$ cat src/rtl/stream_demux1to4_pkg.sv
// Shared definitions for the 1-to-4 stream demultiplexer: channel count,
// select width, lock-state encoding and the select one-hot decoder.
package stream_demux1to4_pkg;

  localparam int DEMUX_NUM_OUT = 4;
  localparam int SEL_W         = 2;

  typedef logic [SEL_W-1:0] sel_t;

  typedef enum logic {
    ST_IDLE   = 1'b0,
    ST_LOCKED = 1'b1
  } lock_state_t;

  function automatic logic [DEMUX_NUM_OUT-1:0] sel_onehot(input sel_t s);
    sel_onehot    = '0;
    sel_onehot[s] = 1'b1;
  endfunction

endpackage

$ cat src/rtl/stream_demux1to4_slot.sv
// One-entry registered output slot (module demux_slot); a load and a drain
// in the same cycle keep valid high, giving one beat per cycle.
module demux_slot #(
  parameter int WIDTH = 8
) (
  input  logic             clk,
  input  logic             rst,
  input  logic             load,
  input  logic [WIDTH-1:0] din,
  input  logic             ready,
  output logic             valid,
  output logic [WIDTH-1:0] dout
);

  // Stage p1: registered slot contents
  logic             vld_p1;
  logic [WIDTH-1:0] data_p1;

  always_ff @(posedge clk) begin
    if (rst) begin
      vld_p1  <= 1'b0;
      data_p1 <= '0;
    end else if (load) begin
      vld_p1  <= 1'b1;
      data_p1 <= din;
    end else if (vld_p1 && ready) begin
      vld_p1  <= 1'b0;
    end
  end

  assign valid = vld_p1;
  assign dout  = data_p1;

endmodule

$ cat src/rtl/stream_demux1to4.sv
// 1-to-4 valid/ready demultiplexer with a one-entry slot per channel.
// Optional packet lock (pins the channel until in_last) under DEMUX_PKT_LOCK_EN.
module stream_demux1to4
  import stream_demux1to4_pkg::*;
#(
  parameter int WIDTH   = 8,
  parameter int NUM_OUT = DEMUX_NUM_OUT
) (
  input  logic                     clk,
  input  logic                     rst,
  input  logic                     in_valid,
  output logic                     in_ready,
  input  logic [WIDTH-1:0]         in_data,
  input  logic [SEL_W-1:0]         in_sel,
  input  logic                     in_last,
  output logic [NUM_OUT-1:0]       out_valid,
  input  logic [NUM_OUT-1:0]       out_ready,
  output logic [NUM_OUT*WIDTH-1:0] out_data
);

  sel_t                esel;
  logic                accept;
  logic [NUM_OUT-1:0]  load_vec;

`ifdef DEMUX_PKT_LOCK_EN
  lock_state_t state;
  sel_t        lock_sel;

  // Once a multi-beat packet starts, stay on its channel until in_last
  always_ff @(posedge clk) begin
    if (rst) begin
      state    <= ST_IDLE;
      lock_sel <= '0;
    end else if (accept) begin
      case (state)
        ST_IDLE: begin
          if (!in_last) begin
            state    <= ST_LOCKED;
            lock_sel <= in_sel;
          end
        end
        ST_LOCKED: begin
          if (in_last) state <= ST_IDLE;
        end
        default: state <= ST_IDLE;
      endcase
    end
  end

  assign esel = (state == ST_LOCKED) ? lock_sel : in_sel;
`else
  logic unused_last;
  assign unused_last = in_last;
  assign esel        = in_sel;
`endif

  assign in_ready = ~out_valid[esel] | out_ready[esel];
  assign accept   = in_valid & in_ready;
  assign load_vec = accept ? sel_onehot(esel) : '0;

  for (genvar k = 0; k < NUM_OUT; k++) begin : g_slot
    demux_slot #(
      .WIDTH(WIDTH)
    ) u_slot (
      .clk  (clk),
      .rst  (rst),
      .load (load_vec[k]),
      .din  (in_data),
      .ready(out_ready[k]),
      .valid(out_valid[k]),
      .dout (out_data[k*WIDTH +: WIDTH])
    );
  end

endmodule

$ cat config.mk
export PLATFORM = sky130hd
export DESIGN_NAME = stream_demux1to4
export DESIGN_NICKNAME = d
export VERILOG_FILES = /design/src/rtl/stream_demux1to4_pkg.sv /design/src/rtl/stream_demux1to4_slot.sv /design/src/rtl/stream_demux1to4.sv
export SDC_FILE = /design/constraint.sdc
export NUM_CORES = 1
export LEC_CHECK = 0
export BUFFER_PORTS_ARGS = -buffer_cell sky130_fd_sc_hd__buf_2
export CORE_AREA = 2 2 61 63
export DETAILED_ROUTE_END_ITERATION = 12
export DIE_AREA = 0 0 63 65
export MAX_ROUTING_LAYER = met4
export PLACE_DENSITY = 0.7
export RECOVER_POWER = 25
export SYNTH_ARGS = -nofsm -noshare
export SYNTH_HDL_FRONTEND = slang
export SYNTH_SLANG_ARGS = --single-unit
$ cat constraint.sdc
create_clock -name clk -period 3.7 [get_ports clk]
set_clock_uncertainty 0.05 [all_clocks]
set_input_delay 0.185 -clock clk [delete_from_list [all_inputs] [get_ports clk]]
set_output_delay 0.185 -clock clk [all_outputs]
set_load 0.02 [all_outputs]
; After elaboration in Yosys (flattened, before gate mapping)
; Index checks and enable logic that the tools add are counted.
[word_totals]
wordCells = 37
output_inout_bits = 37
in_bits = 18
register_bits = 36
[classes]
n_lt_le_gt_ge = 2
n_reduce_logical = 9
muxes = 15
n_bitwise = 3
[ops]
columns = op, n
row1 = two-way mux 1 bit, 11
row2 = nonzero test 2 bit, 4
row3 = logical AND 1 bit, 5
row4 = binary-select mux 1 bit (select 2 bit), 2
row5 = two-way mux 4 bit, 1
row6 = "< comparator 2 x 3 -> 1 bit, second input constant", 1
row7 = demux 1 bit (select 2 bit), 1
row8 = ">= comparator 2 x 1 -> 1 bit, second input constant", 1
row9 = AND 1 bit, 1
row10 = inverter 1 bit, 1
row11 = bitwise OR 1 bit, 1

; Longest topological paths before layout
; Gate-level depths: netlist of the first run.
[depth]
word_depth = 7
depth_mapped = 4
depth_no_buf = 3

; Hierarchy
; A second synthesis of the first run with hierarchy kept.
[hier_totals]
cells_unflattened = 129
area_unflattened_um2 = 1387.6
[by_module_without_submodules]
columns = module, cells_each, seq_area_each_um2, area_each_um2, n_inst
row1 = demux_slot, 30, 180.2, 321.6, 4
row2 = stream_demux1to4, 9, 0.0, 101.3, 1

; Least setup slack after synthesis of the first run
; OpenSTA, ideal clock, no wires.
[synth_timing]
path_kind = register to output
start = register g_slot[0].u_slot.vld_p1
end = output port in_ready
stages_incl_launch_ff = 3
arrival_time_ns = 0.996
path_buffers = 0
slack_ns = 2.469
path_cell_list = dfxtp_1 > nand2b_1 > mux4_1
[synth_between]
elab_chain_cells = 4
[synth_lines]
columns = item, line
row1 = "start, declared", stream_demux1to4_slot.sv:16  ; logic vld_p1;
row2 = "start signal, assigned", stream_demux1to4_slot.sv:21  ; vld_p1 <= 1'b0;
row3 = "start signal, assigned", stream_demux1to4_slot.sv:24  ; vld_p1 <= 1'b1;
row4 = "start signal, assigned", stream_demux1to4_slot.sv:27  ; vld_p1 <= 1'b0;
row5 = binary-select mux 1 bit (select 2 bit), stream_demux1to4.sv:57  ; assign in_ready = ~out_valid[esel] | out_ready[esel];
row6 = two-way mux 1 bit (not written as such), stream_demux1to4.sv:57
row7 = inverter 1 bit, stream_demux1to4.sv:57
row8 = bitwise OR 1 bit, stream_demux1to4.sv:57
row9 = "end, declared", stream_demux1to4.sv:12  ; output logic in_ready,
; No other way between the ends. The select of a mux whose other input is x is not followed.

; Worst setup path in the final report of the first run
[layout_timing]
start = register g_slot[2].u_slot.vld_p1
end = output port in_ready
[layout_between]
elab_chain_cells = 4
[layout_lines]
columns = item, line
row1 = "start, declared", stream_demux1to4_slot.sv:16
row2 = "start signal, assigned", stream_demux1to4_slot.sv:21
row3 = "start signal, assigned", stream_demux1to4_slot.sv:24
row4 = "start signal, assigned", stream_demux1to4_slot.sv:27
row5 = binary-select mux 1 bit (select 2 bit), stream_demux1to4.sv:57
row6 = two-way mux 1 bit (not written as such), stream_demux1to4.sv:57
row7 = inverter 1 bit, stream_demux1to4.sv:57
row8 = bitwise OR 1 bit, stream_demux1to4.sv:57
; No other way between the ends. The select of a mux whose other input is x is not followed.

==> results of run 1 <==
-- worst paths after layout --
check / endpoint / depth (start not counted) / slack [ns]
min reg2reg: g_slot[3].u_slot.dout[1] / 2 / 0.43
min: g_slot[0].u_slot.valid / 3 / 0.11
max: in_ready / 3 / 2.01
max reg2reg: g_slot[2].u_slot.dout[3] / 3 / 2.19
-- through the flow --
stage	utilization, %	instances	worst slack (ns)	cell area (um^2)
2_1_floorplan	-	137	2.47	1490
3_3_place_gp	50.1	227	2.29	1750
3_5_place_dp	50.1	227	2.24	1750
4_1_cts	51.8	235	1.99	1810
5_1_grt	51.2	235	1.91	1790
6_report	51.2	235	2.01	1790
-- logic make-up (layout without fill, tap and decap cells) --
kind of cell / after synthesis / count (layout)
buf+inv: 11 / 61
compound gates: 4 / 4
simple gates: 53 / 53
mux: 33 / 33
flops: 36 / 36
-- routing by layer --
metal  vias to the layer above  GRT usage (%)
li1                        551              -
met1                       490           20.9
met2                        30           23.7
met3                         6           5.56
met4                         0           7.50
met5                         -              -
-- sequential cells by signal (all words and copies together), names as in the netlist --
register,cells
g_slot.u_slot.dout,32
g_slot.u_slot.valid,4
-- worst register-to-register path: stages (launching register included) --
cell and delay (ns):
dfxtp_1 0.32, nand2b_1 0.11, nand4b_1 0.59, mux2i_1 0.36
-- final cells by class --
type / instances / area share, %
sequential: 36 / 40.3
multi-input combinational: 90 / 39.2
timing repair buffer: 53 / 13.8
tap: 48 / 3.36
clock buffer: 8 / 3.29
-- cell usage after synthesis --
library cell / instances
dfxtp_1: 36
mux2i_1: 32
a21oi_1: 4
nor2b_1: 1
and4_2: 1
nand2_2: 2
buf_4: 4
nand4_1: 1
mux4_1: 1
clkbuf_1: 4
nor3b_1: 1
nand2b_1: 44
nor3_1: 1
buf_6: 1
buf_2: 2
or3_1: 1
nand4b_1: 1
-- report_power, final --
group,internal (W),total [W],switching (W)
sequential,0.000401,0.000408,0.00000680
combinational,0.0000360,0.0000874,0.0000514
clock,0.0000938,0.000219,0.000125
==> results.sh, run 1 <==
export IMPL_outcome="finished, final reports clean"
export IMPL_drive_gt1_share_pct=25.1
export IMPL_worstPathRequired_ns=3.46
export IMPL_whs_ns=0.107
export IMPL_antenna_found_initial=0
export IMPL_startpoint_type="register"
export IMPL_power_total_w=0.000715
export IMPL_seq_area_frac_synth_pct=48.3
export IMPL_wl_met2_um=1400
export IMPL_slowest_delay_ns=0.51
export IMPL_synth_simple_gate_area_share_pct=22.7
export IMPL_design_die_area_mm2=0.00410
export IMPL_num_fill_cells=345
export IMPL_port_buffers=53
export IMPL_grt_pass1_vias=1034
export IMPL_cts_root_buffer="clkbuf_4"
export IMPL_worstMarginPinSlew_ns=0.710
export IMPL_clock_latency_ns=0.33
export IMPL_clock_fmax_mhz=593
export IMPL_final_common_cell="nand2b_1"
export IMPL_die_y_um=65
export IMPL_min_from="out_ready[0]"
export IMPL_tns_ns=0
export IMPL_synth_compound_area_share_pct=1.34
export IMPL_netlist_top_cells_area="dfxtp_1 (48%), mux2i_1 (21%), nand2b_1 (18%)"
export IMPL_final_cell_mix="nand2b_1 (44), buf_2 (39), dfxtp_1 (36)"
export IMPL_synthesis_area_mm2=0.00149
export IMPL_antennaDiodeCount=0
export IMPL_place_gp_congestion=0.773
export IMPL_synth_xor_area_share_pct=0
export IMPL_layout_nets=204
export IMPL_ctsHoldBuffers=0
export IMPL_fin_crit_sh_pct=45.6
export IMPL_wire_per_inst_um=13.2
export IMPL_initial_core_util_pct=42.7
export IMPL_drt_iter0_drc=44
export IMPL_critPathTopFamily="multiplexers"
export IMPL_synth_top_family_by_area="multiplexers"
export IMPL_muxShareOfSynthArea_pct=23.2
export IMPL_htreeDepth=2
export IMPL_synthCells=137
export IMPL_yosys_area_top_type="dfxtp_1"
export IMPL_yosys_warnings=0
export IMPL_multi_input_area_um2=702
export IMPL_min_path_type="input port to register"
export IMPL_grt_first_pass_wirelength_um=4950
export IMPL_die_w_um=63
export IMPL_pwr_density_cell_mw_per_mm2=399
export IMPL_crit_chain="nand2b_1, mux4_1, buf_2"
export IMPL_clkTransAtPathRegs_ns=0.11
export IMPL_wirelength_um=3110
export IMPL_coreArea_mm2=0.00350
export IMPL_grt_ovfl_total=0
export IMPL_drv_slew=0
export IMPL_cts_buffers=5
export IMPL_syn_to_final_growth_pct=20.0
export IMPL_path_class="register to output port"
export IMPL_fin_crit_ns=1.69
export IMPL_synth_adder_area_share_pct=0
export IMPL_via_count=1077
export IMPL_crit_buf_inv=1
export IMPL_cp_startpoint="g_slot[2].u_slot.valid"
export IMPL_maxUsedRoutingLayer="met4"
export IMPL_grt_max_degree=45
export IMPL_p_leak_nw=0.859
export IMPL_grt_use_total_pct=16.5
export IMPL_dp_hpwl_um=2220
export IMPL_max_cap_viol_count=0
export IMPL_cp_max_fo=3
export IMPL_maxSlewHeadroom_pct=52.4
export IMPL_routed_via_density=4.58
export IMPL_cp_data_arrival_time_ns=1.45
export IMPL_clock_sinks=36
export IMPL_yosysUniqueCellTypes=17
export IMPL_cts_tree="built"
export IMPL_setup_viol=0
export IMPL_clockBufferDepth=2
export IMPL_syn_nets=155
export IMPL_drc=0
export IMPL_vdd_ir_drop_max_mv=0.225
export IMPL_syn_avg_cell_area_um2=10.9
export IMPL_synth_top_area_share_pct=48.3
export IMPL_wl_met1_um=1480
export IMPL_first_pass_iters=4
export IMPL_rsz0062_at_grt="no"
export IMPL_hold_viol=0
export IMPL_regToRegStartpoint="g_slot[2].u_slot.valid"
export IMPL_seqCellArea_um2=721
export IMPL_rows=22
export IMPL_cp_end_kind="output port"
export IMPL_met3_length_um=166
export IMPL_postCtsSetupRepairBufs=0
export IMPL_io_pins=55
export IMPL_ant_nets=0
export IMPL_ys_ff_latch=36
export IMPL_cts_resized_gates=0
export IMPL_critPathSlowestCell="mux4_1"
(Power assumes the default switching activity.)
==> run 2: changes to the inputs <==
- clock period: 3.7 -> 1.7 ns (I/O delays scaled with it)
==> run 2 against run 1 <==
  * Global-route usage is 0.69 points higher
  * Non-clock buffer count is 2 higher
  * Sequential share of layout area is 0.47 points lower
  * Cell count is 0.85% higher
  * Utilization is 0.61 points higher
  * Critical path depth is 2 higher
  * Clock power is 110% higher
  * Setup slack worse by 2.0 ns
  * Power is 120% higher
  * Combinational power is 120% higher
  * Final area is 1.2% higher
  * First-iteration DRC count is 25% lower
==> results.sh, run 2 (same netlist as run 1, synthesis figures left out) <==
export IMPL_outcome="finished, final reports clean"
export IMPL_max_cap_viol_count=0
export IMPL_largest_reg_flops=32
export IMPL_hold_viol=0
export IMPL_via_count=1139
export IMPL_clock_fmax_mhz=609
export IMPL_fin_crit_sh_pct=96.6
export IMPL_syn_to_final_growth_pct=21.4
export IMPL_antennaDiodeCount=0
export IMPL_dp_slack_ns=0.268
export IMPL_first_pass_iters=4
export IMPL_worst_r2r_cell_count=3
export IMPL_vdd_ir_drop_max_mv=0.401
export IMPL_grt_max_degree=45
export IMPL_drc=0
export IMPL_die_w_um=63
export IMPL_pwr_density_cell_mw_per_mm2=856
export IMPL_maxUsedRoutingLayer="met4"
export IMPL_clock_latency_ns=0.33
export IMPL_clockBufferDepth=2
export IMPL_final_cell_mix="nand2b_1 (43), dfxtp_1 (36), buf_2 (34)"
export IMPL_final_cell_area_mm2=0.00181
export IMPL_grt_use_total_pct=17.1
export IMPL_initial_core_util_pct=42.7
export IMPL_layout_nets=206
export IMPL_maxSlewHeadroom_pct=56.4
export IMPL_drt_iter0_drc=33
export IMPL_antenna_found_initial=0
export IMPL_die_y_um=65
export IMPL_met3_length_um=179
export IMPL_wl_met1_um=1360
export IMPL_wire_per_inst_um=13.3
export IMPL_path_class="input port to output port"
export IMPL_routed_via_density=4.81
export IMPL_dp_hpwl_um=2300
export IMPL_design_die_area_mm2=0.00410
export IMPL_clkTransAtPathRegs_ns=0.09
export IMPL_cts_buffers=5
export IMPL_rsz0062_at_grt="no"
export IMPL_min_path_type="input port to register"
export IMPL_worstPathRequired_ns=1.56
export IMPL_place_gp_congestion=0.771
export IMPL_port_buffers=53
export IMPL_coreArea_mm2=0.00350
export IMPL_cts_root_buffer="clkbuf_4"
export IMPL_r2r_slack_ns=0.27
export IMPL_regToRegStartpoint="g_slot[2].u_slot.valid"
export IMPL_reg2reg_to="g_slot[2].u_slot.dout[6]"
export IMPL_placed_area_mm2=0.00176
export IMPL_htreeDepth=2
export IMPL_grt_pass1_vias=1189
export IMPL_final_common_cell="nand2b_1"
export IMPL_cp_data_arrival_time_ns=1.51
export IMPL_fin_crit_ns=1.64
export IMPL_cp_max_fo=2
export IMPL_drive_gt1_share_pct=24.9
export IMPL_setup_worst_path_end="in_ready"
export IMPL_worstMarginPinSlew_ns=0.651
export IMPL_p_leak_nw=0.859
export IMPL_startpoint_type="input port"
export IMPL_rows=22
export IMPL_io_pins=55
export IMPL_tns_ns=0
export IMPL_grt_first_pass_wirelength_um=5270
export IMPL_drv_slew=0
export IMPL_setup_viol=0
export IMPL_wl_met2_um=1560
export IMPL_cp_end_kind="output port"
export IMPL_cts_tree="built"
export IMPL_cp_startpoint="out_ready[1]"
export IMPL_clock_sinks=36
export IMPL_timing_final_ws_setup_ns=0.0575
export IMPL_wirelength_um=3160
export IMPL_ant_nets=0
export IMPL_grt_ovfl_total=0
## run 2: cell count changes in the layout (fill, tap and decap cells not counted), sizes merged
cell	before	now
buf	39	36
dlygate4sd3	0	1
clkbuf	22	26
## run 2: through the flow
step | total power (W) | hold WS, ns | utilization [%] | instances
2_1_floorplan | 0.00104 | 0.229 | - | 137
3_3_place_gp | 0.00110 | 0.348 | 50.3 | 228
3_5_place_dp | 0.00110 | 0.364 | 50.3 | 228
4_1_cts | 0.00157 | 0.0173 | 52.3 | 237
5_1_grt | 0.00162 | 0.0550 | 51.8 | 237
6_report | 0.00155 | 0.0367 | 51.8 | 237
## run 2: area by class of cell
type | instances | area (um^2)
clock buffer | 8 | 58.8
fill | 359 | 1690
multi-input combinational | 90 | 708
sequential | 36 | 721
tap | 48 | 60.1
timing repair buffer | 55 | 263
## run 2: power breakdown
| group | total [W] | switching [W] | leakage, nW | internal (W) |
|---|---|---|---|---|
| Sequential | 0.000888 | 0.0000154 | 0.293 | 0.000873 |
| Combinational | 0.000194 | 0.000113 | 0.533 | 0.0000814 |
| Clock | 0.000468 | 0.000264 | 0.0326 | 0.000204 |
## run 2: worst max-delay path, stage by stage
cell and delay [ns]:
buf_2 0.10, dlygate4sd3_1 0.55, nand2b_4 0.14, mux4_2 0.45
buf_4 0.17
## run 2: layer usage
layer  global-route usage [%]  up-vias
met1                     19.3      540
li1                         -      555
met3                     3.13        5
met5                        -        -
met2                     28.7       39
met4                     10.0        0
## run 2: worst min-delay path by stage
stage                     slack [ns]         start                     end  depth (start not counted)
final                           0.04  out_ready[2]  g_slot[2].u_slot.valid                          3
after global routing            0.05  out_ready[2]  g_slot[2].u_slot.valid                          3
after CTS                       0.02  out_ready[2]  g_slot[2].u_slot.valid                          3
after detailed placement        0.36  out_ready[1]  g_slot[1].u_slot.valid                          3
after global placement          0.35  out_ready[1]  g_slot[1].u_slot.valid                          3
after floorplan                 0.23  out_ready[1]  g_slot[1].u_slot.valid                          2
## run 2: timing repair
| action | CTS | global route |
|---|---|---|
| hold endpoints to repair | 1 | 0 |
| endpoints found under the setup margin | 0 | 1 |
| gates resized for setup | 0 | 3 |
| hold buffers | 1 | 0 |
| buffers inserted | 0 | 0 |
==> run 3: changes to the inputs <==
- CELL_PAD_IN_SITES_DETAIL_PLACEMENT: default -> 0
- CELL_PAD_IN_SITES_GLOBAL_PLACEMENT: default -> 1
- CORE_AREA: 2 2 61 63 -> 2 2 68 70
- DIE_AREA: 0 0 63 65 -> 0 0 70 72
- PLACE_DENSITY: 0.7 -> 0.73
==> run 3 against run 2 <==
  * Clock power grew 31%
  * Worst hold slack gained 0.031 ns
  * Utilization shrank 8.5 points
  * Die area grew 23%
  * Flip-flop and latch count is the same
  * First-iteration DRC count shrank 9.1%
  * Via count shrank 2.5%
  * Global-route usage shrank 2.4 points
  * Setup slack gained 0.13 ns
  * Non-clock buffer count grew 1
  * Sequential power is essentially flat
  * Critical endpoint unchanged
  * Largest cell class unchanged
  * Largest power group unchanged
==> results.sh, run 3 (same netlist as run 1, synthesis figures left out) <==
export IMPL_setup_viol=0
export IMPL_io_pins=55
export IMPL_initial_core_util_pct=35.0
export IMPL_drv_slew=0
export IMPL_crit_chain="nand2b_1, mux4_1, buf_2"
export IMPL_layout_nets=207
export IMPL_coreArea_mm2=0.00426
export IMPL_dp_hpwl_um=2420
export IMPL_slowest_delay_ns=0.49
export IMPL_place_gp_congestion=0.809
export IMPL_syn_to_final_growth_pct=23.7
export IMPL_power_frac_comb_pct=11.4
export IMPL_via_count=1111
export IMPL_grt_pass1_vias=1146
export IMPL_critPathSlowestCell="mux4_1"
export IMPL_clockBufferDepth=2
export IMPL_fin_crit_sh_pct=89.2
export IMPL_final_cell_mix="nand2b_1 (44), dfxtp_1 (36), buf_2 (35)"
export IMPL_hold_viol=0
export IMPL_routed_via_density=4.59
export IMPL_p_switching_w=0.000410
export IMPL_outcome="finished, final reports clean"
export IMPL_design_die_area_mm2=0.00504
export IMPL_worstMarginPinSlew_ns=0.457
export IMPL_min_path_type="input port to register"
export IMPL_worst_r2r_cell_count=3
export IMPL_first_pass_iters=4
export IMPL_die_y_um=72
export IMPL_sw_frac_of_total_pct=24.2
export IMPL_dp_slack_ns=0.398
export IMPL_grt_use_total_pct=14.7
export IMPL_ctsHoldBuffers=0
export IMPL_grt_ovfl_total=0
export IMPL_cts_buffers=5
export IMPL_max_cap_viol_count=0
export IMPL_cts_tree="built"
export IMPL_clock_sinks=36
export IMPL_cts_resized_gates=0
export IMPL_timing_final_ws_setup_ns=0.184
export IMPL_htreeDepth=2
export IMPL_wire_per_inst_um=13.7
export IMPL_postCtsSetupRepairBufs=0
export IMPL_final_instance_count_excl_fill=242
export IMPL_die_w_um=70
export IMPL_maxSlewHeadroom_pct=69.5
export IMPL_final_common_cell="nand2b_1"
export IMPL_cp_max_fo=3
export IMPL_grt_first_pass_wirelength_um=5610
export IMPL_sequentialPowerShare_pct=52.5
export IMPL_vdd_ir_drop_max_mv=0.381
export IMPL_cts_root_buffer="clkbuf_8"
export IMPL_drc=0
export IMPL_rsz0062_at_grt="no"
export IMPL_power_total_w=0.00169
export IMPL_fin_crit_ns=1.52
export IMPL_cp_end_kind="output port"
export IMPL_p_leak_nw=0.870
export IMPL_antennaDiodeCount=0
export IMPL_drt_iter0_drc=30
export IMPL_grt_max_degree=39
export IMPL_largest_reg_flops=32
export IMPL_wirelength_um=3320
export IMPL_startpoint_type="register"
export IMPL_clkTransAtPathRegs_ns=0.07
export IMPL_clock_fmax_mhz=660
export IMPL_clock_latency_ns=0.28
export IMPL_cp_data_arrival_time_ns=1.38
export IMPL_dp_cells=234
export IMPL_drive_gt1_share_pct=24.7
export IMPL_pwr_share_clk_pct=36.1
export IMPL_rows=24
export IMPL_tns_ns=0
export IMPL_antenna_found_initial=0
export IMPL_worstPathRequired_ns=1.56
export IMPL_ant_nets=0
export IMPL_p_int_w=0.00128
export IMPL_port_buffers=53
export IMPL_path_class="register to output port"
export IMPL_hold_depth=3
export IMPL_pwr_density_cell_mw_per_mm2=918
run 3: cell types whose count changed in the layout (fill, tap and decap cells not counted):
cell,change
mux4_2,-1
clkbuf_8,+5
dlygate4sd3_1,-1
buf_2,+1
buf_4,+1
nand2b_4,-1
mux4_1,+1
clkbuf_4,-5
nand2b_1,+1
run 3: critical path: cells and delay by family (launching register included):
kind / cells / cell delay [ns]
buffers and inverters: 1 / 0.17
flip-flops: 1 / 0.34
multiplexers: 1 / 0.49
AND/OR/NAND/NOR: 1 / 0.11
run 3: final cells by class:
| type | instances | area (um^2) |
|---|---|---|
| timing repair buffer | 56 | 265 |
| tap | 52 | 65.1 |
| clock buffer | 8 | 90.1 |
| fill | 450 | 2420 |
| sequential | 36 | 721 |
| multi-input combinational | 90 | 704 |
run 3: path summary, 6_finish.rpt:
kind / from / end / slack, ns
worst min-delay path: out_ready[1] / g_slot[1].u_slot.valid / 0.07
worst max register to register: g_slot[1].u_slot.valid / g_slot[1].u_slot.dout[1] / 0.39
worst max-delay path: g_slot[0].u_slot.valid / in_ready / 0.18
worst min register to register: g_slot[3].u_slot.dout[4] / g_slot[3].u_slot.dout[4] / 0.42
run 3: routing by layer:
layer	share of wire (%)	wire [um]	vias to the layer above	global-route usage, %
met5	0	0	-	-
met2	47	1560	33	23.7
met1	45	1500	511	16.9
met3	6.2	205	6	5.56
met4	1.5	50	0	5.13
li1	-	-	561	-
run 3: power by group through the flow:
stage	logic, W	clock network, W	registers (W)
2_1_floorplan	0.0000981	0	0.000939
3_3_place_gp	0.000195	0	0.000907
3_5_place_dp	0.000200	0	0.000908
4_1_cts	0.000200	0.000635	0.000889
5_1_grt	0.000210	0.000679	0.000893
6_report	0.000193	0.000612	0.000889
run 3: stage by stage:
stage               area [um^2]  utilization, %  hold WS (ns)
floorplan                  1490               -         0.229
global placement           1780            41.7         0.347
detailed placement         1780            41.7         0.354
CTS                        1870            43.8        0.0520
global route               1850            43.3        0.0597
finish                     1850            43.3        0.0673
